==> config.mk <==
export PLATFORM = sky130hd
export DESIGN_NAME = mpsoc_apb_master
export DESIGN_NICKNAME = d
export VERILOG_FILES = /design/src/rtl/mpsoc_apb_pkg.sv /design/src/rtl/mpsoc_apb_master.sv
export SDC_FILE = /design/constraint.sdc
export NUM_CORES = 1
export LEC_CHECK = 0
export ABC_CLOCK_PERIOD_IN_PS = 4500
export BUFFER_PORTS_ARGS = -buffer_cell sky130_fd_sc_hd__buf_2
export CAP_MARGIN = 20
export CORE_AREA = 2 2 159 161
export CTS_BUF_LIST = sky130_fd_sc_hd__clkbuf_8
export DETAILED_ROUTE_END_ITERATION = 12
export DIE_AREA = 0 0 161 163
export PLACE_DENSITY = 0.69
export SLEW_MARGIN = 20
export SYNTH_ARGS = -nofsm -noshare
export SYNTH_HDL_FRONTEND = slang
export SYNTH_SLANG_ARGS = --single-unit
==> constraint.sdc <==
create_clock -name PCLK -period 4.5 [get_ports PCLK]
set_clock_uncertainty 0.2 [all_clocks]
set_input_delay 0 -clock PCLK [delete_from_list [all_inputs] [get_ports PCLK]]
set_output_delay 0 -clock PCLK [all_outputs]
set_load 0.05 [all_outputs]
==> src/rtl/mpsoc_apb_pkg.sv <==
// rtl/mpsoc_apb_pkg.sv - shared types and constants for the APB initiator
package mpsoc_apb_pkg;

  // Transfer sequencing states
  typedef enum logic [1:0] {
    IDLE   = 2'd0,
    SETUP  = 2'd1,
    ACCESS = 2'd2,
    RESP   = 2'd3
  } apb_state_e;

  // APB bus phases encoded as {PSEL, PENABLE}
  localparam logic [1:0] APB_PHASE_IDLE   = 2'b00;
  localparam logic [1:0] APB_PHASE_SETUP  = 2'b10;
  localparam logic [1:0] APB_PHASE_ACCESS = 2'b11;

  // Number of byte lanes for a given data width
  function automatic int strb_width(input int data_size);
    return data_size / 8;
  endfunction

endpackage

==> src/rtl/mpsoc_apb_master.sv <==
// rtl/mpsoc_apb_master.sv - valid/ready request to APB-Lite initiator with timeout
module mpsoc_apb_master
  import mpsoc_apb_pkg::*;
#(
  parameter int PADDR_SIZE = 64,
  parameter int PDATA_SIZE = 64,
  parameter int TIMEOUT    = 255
) (
  input  logic                              PCLK,
  input  logic                              PRESETn,
  input  logic                              req_valid,
  output logic                              req_ready,
  input  logic                              req_write,
  input  logic [PADDR_SIZE-1:0]             req_addr,
  input  logic [PDATA_SIZE-1:0]             req_wdata,
  input  logic [strb_width(PDATA_SIZE)-1:0] req_strb,
  output logic                              rsp_valid,
  input  logic                              rsp_ready,
  output logic [PDATA_SIZE-1:0]             rsp_rdata,
  output logic                              rsp_err,
  output logic                              PSEL,
  output logic                              PENABLE,
  output logic                              PWRITE,
  output logic [PADDR_SIZE-1:0]             PADDR,
  output logic [PDATA_SIZE-1:0]             PWDATA,
  output logic [strb_width(PDATA_SIZE)-1:0] PSTRB,
  input  logic [PDATA_SIZE-1:0]             PRDATA,
  input  logic                              PREADY,
  input  logic                              PSLVERR
);

  // A zero TIMEOUT disables the abort; keep the counter at least one bit wide
  localparam int              CNT_W    = (TIMEOUT > 0) ? $clog2(TIMEOUT + 1) : 1;
  localparam logic [CNT_W-1:0] TO_LIMIT = CNT_W'(TIMEOUT);

  apb_state_e       state;
  logic [CNT_W-1:0] wait_cnt;

  assign req_ready = (state == IDLE);

  // Transfer FSM with registered APB and response outputs
  always_ff @(posedge PCLK or negedge PRESETn) begin
    if (!PRESETn) begin
      state           <= IDLE;
      wait_cnt        <= '0;
      {PSEL, PENABLE} <= APB_PHASE_IDLE;
      PWRITE          <= 1'b0;
      PADDR           <= '0;
      PWDATA          <= '0;
      PSTRB           <= '0;
      rsp_valid       <= 1'b0;
      rsp_rdata       <= '0;
      rsp_err         <= 1'b0;
    end else begin
      case (state)
        IDLE: begin
          if (req_valid) begin
            PWRITE          <= req_write;
            PADDR           <= req_addr;
            PWDATA          <= req_write ? req_wdata : '0;
            PSTRB           <= req_write ? req_strb : '0;
            {PSEL, PENABLE} <= APB_PHASE_SETUP;
            state           <= SETUP;
          end
        end
        SETUP: begin
          {PSEL, PENABLE} <= APB_PHASE_ACCESS;
          wait_cnt        <= '0;
          state           <= ACCESS;
        end
        ACCESS: begin
          // PREADY wins over the timeout in the limit cycle
          if (PREADY) begin
            rsp_rdata       <= PWRITE ? '0 : PRDATA;
            rsp_err         <= PSLVERR;
            rsp_valid       <= 1'b1;
            {PSEL, PENABLE} <= APB_PHASE_IDLE;
            state           <= RESP;
          end else if ((TIMEOUT != 0) && (wait_cnt == TO_LIMIT)) begin
            rsp_rdata       <= '0;
            rsp_err         <= 1'b1;
            rsp_valid       <= 1'b1;
            {PSEL, PENABLE} <= APB_PHASE_IDLE;
            state           <= RESP;
          end else begin
            wait_cnt <= wait_cnt + 1'b1;
          end
        end
        RESP: begin
          if (rsp_ready) begin
            rsp_valid <= 1'b0;
            rsp_rdata <= '0;
            rsp_err   <= 1'b0;
            state     <= IDLE;
          end
        end
        default: state <= IDLE;
      endcase
    end
  end

endmodule

==> impl_metrics.csv <==
group,metric,value,unit
yosys,synth-simple-area-share,9.12,%
timing,worstMarginPinSlew,867,ps
floorplanning,design.die.area,0.0262,mm²
grt,grt_use_total,21.2,%
worst_setup_path,start_kind,"register",
yosys,synth_area,0.00845,mm²
grt,grt_remaining_overflow,0,
timing,hold_viol_final,0,
yosys,synthXorXnorAreaFrac,0.311,%
timing,rsz0062_at_grt,"no",
clock_tree,cts_tree,"yes",
clock_tree,cts-buffers-inserted,39,
detailed_routing,wl_per_cell,16.8,µm
yosys,synth_top_area_cell,"dfrtp_1",
yosys,syn_inst,689,
detailed_routing,ant_nets,0,
cells_and_area,syn_to_final_growth,65.4,%
worst_setup_path,critPathMaxFanout,64,
yosys,yosysUniqueCellTypes,47,
detailed_routing,drt_iter0_markers,666,
power,power,11.2,mW
detailed_routing,drt-pass1-iter-count,5,
min_path,min_from,"PRDATA[42]",
timing,min_period,3270,ps
floorplanning,initial_utilization,34.2,%
placed_design,place_area,0.0107,mm²
clock_tree,clock_path_buffers,3,
floorplanning,core_area,0.0247,mm²
clock_tree,cts-root-buf,"clkbuf_8",
floorplanning,pin_count,413,
clock_tree,post_cts_buffers,0,
timing,max_freq,0.306,GHz
worst_setup_path,worst_setup_path_end_kind,"register",
outcome,run_status,"finished, final reports clean",
worst_setup_path,arrival,3510,ps
worst_setup_path,reg2reg_from,"state[0]$_DFFE_PN0P_",
yosys,yosysSeqAreaShare,63.7,%
timing,fin_tns_setup,0,ps
power,power.leakage,7.22,nW
min_path,hold_path.class,"primary input to register",
detailed_routing,dr_total_vias,8070,
cells_and_area,drive_gt1_share,40.5,%
cells_and_area,n_fill_cell,1916,
clock_tree,cts_resized,0,
yosys,synth_fp_nets,902,
yosys,yosysMostFrequentCell,"dfrtp_1",
detailed_routing,wirelength,28700,µm
placed_design,dp_hpwl,16600,µm
worst_setup_path,r2r_setup_slack,1230,ps
worst_setup_path,startpoint,"state[0]$_DFFE_PN0P_",
worst_setup_path,required,4740,ps
timing,finalCritPeriodShare,72.7,%
yosys,syn_area_per_cell,12.3,µm²
clock_tree,clock_sinks,215,
clock_tree,clkTransAtPathRegs,70,ps
grt,grt_max_degree,137,
floorplanning,fp.dieH,163,µm
grt,grt_pass1_vias,8489,
clock_tree,htreeDepth,2,
yosys,synth_mux_area_share,8.93,%
yosys,async_flop_share,100,%
flow_run,maxCapViolCount,0,
yosys,yosysTopAreaCellShare,63.7,%
worst_setup_path,crit_type,"register to register",
clock_tree,postCtsHoldBufs,245,
timing,setup_violations,0,
timing,drv_slew,0,
placed_design,port_buffers,412,
placed_design,gpl.final_weighted_congestion,0.791,
power,irDropWorstVdd,546,µV
floorplanning,die_x,161,µm
power,powerDensity,801,mW/mm²
yosys,synth_compound_area_share,13.6,%
detailed_routing,viasPerCell,4.74,
yosys,synth_edf_count,0,
grt,grt_pass1_wl,44300,µm
grt,antenna_found_initial,3,
yosys,yosys.area_share.adder,0.889,%
clock_tree,clock_latency,500,ps
yosys,yosys_most_used_dff,"dfrtp_1",
detailed_routing,drc,0,
timing,slew_headroom,42.2,%
yosys,synth_top_family_by_area,"compound AO/OA/AOI/OAI gates",
yosys,synth.top_cells.by_count,"215 x dfrtp_1, 153 x nand2_1, 77 x o21ai_0",
yosys,synth-seq-cells,215,
timing,hold-worst-slack,52.0,ps
floorplanning,rows,58,
cells_and_area,num-nets-final,1559,
yosys,synth_area_leaders,"dfrtp_1 64%, mux2_2 8.9%, nand2_1 6.8%",
cells_and_area,utilization,56.6,%
cells_and_area,final_area,0.0140,mm²
yosys,ys_warn_count,0,
[placed cells by master (no fill, tap or decap), types with 8 or more instances in the layout]
cell type,instances
mux2_2,67
inv_1,15
dlygate4sd3_1,244
buf_2,411
dfrtp_1,215
a22o_1,60
clkbuf_8,49
nand2_1,152
o21ai_0,77
clkinv_2,8
[report_power, final]
group          switching, mW  internal (mW)  leakage [nW]
clock                  0.781          0.974         0.432
sequential             0.526           2.83          2.76
combinational           4.49           1.60          4.03
[layout make-up]
type,count,area (µm²),share of cell area [%]
clock buffer,49,674,4.83
antenna,3,7.51,0.0537
sequential,215,5380,38.5
timing repair buffer,664,4620,33.1
tap,330,413,2.95
multi-input combinational,420,2780,19.9
inverter,6,22.5,0.161
clock inverter,17,73.8,0.528
[per-stage QoR]
stage          instances  worst slack (ps)
4_1_cts             1701              1280
3_5_place_dp        1390              1620
5_1_grt             1704              1000
6_report            1704              1230
2_1_floorplan        689              2300
3_3_place_gp        1390              1710
[kinds of logic (layout without fill, tap and decap cells)]
| kind of cell | Yosys count | count (layout) |
|---|---|---|
| buffers and inverters | 54 | 736 |
| adders and majority gates | 6 | 6 |
| muxes | 67 | 67 |
| AOI/OAI and AO/OA | 165 | 165 |
| DFF | 215 | 215 |
| and+or+nand+nor | 179 | 179 |
| other | 0 | 3 |
| xor gates and xnor gates | 3 | 3 |
[state kept, by name, indices dropped and copies added, names as in the netlist]
register,count
PWRITE,1
PENABLE,1
rsp_rdata,64
state,2
PSEL,1
wait_cnt,8
PWDATA,64
PSTRB,8
PADDR,64
rsp_valid,1
rsp_err,1
[final timing paths]
kind	end	cells past startpoint
max	rsp_rdata[44]$_DFFE_PN0P_	7
min	rsp_rdata[42]$_DFFE_PN0P_	3
max reg2reg	rsp_rdata[44]$_DFFE_PN0P_	7
min reg2reg	PWDATA[49]$_DFFE_PN0P_	2
max in group asynchronous	PADDR[9]$_DFFE_PN0P_	4
min in group asynchronous	wait_cnt[2]$_DFFE_PN0P_	4
[critical path: stages, from the launching register on]
cell,delay [ps]
dfrtp_1,410
inv_1,120
ha_1,740
nand2_1,190
nor3_4,160
buf_4,570
a22o_1,260
dlygate4sd3_1,560
[per-layer routing]
metal  wire [µm]  vias up  track usage, %
met5           0        -               0
met1       10900     3882            24.4
met4        1170        0            10.6
met2       14400      381            36.6
li1            -     3725               -
met3        2150       82            5.60
Power figures use the tool's default switching activity.
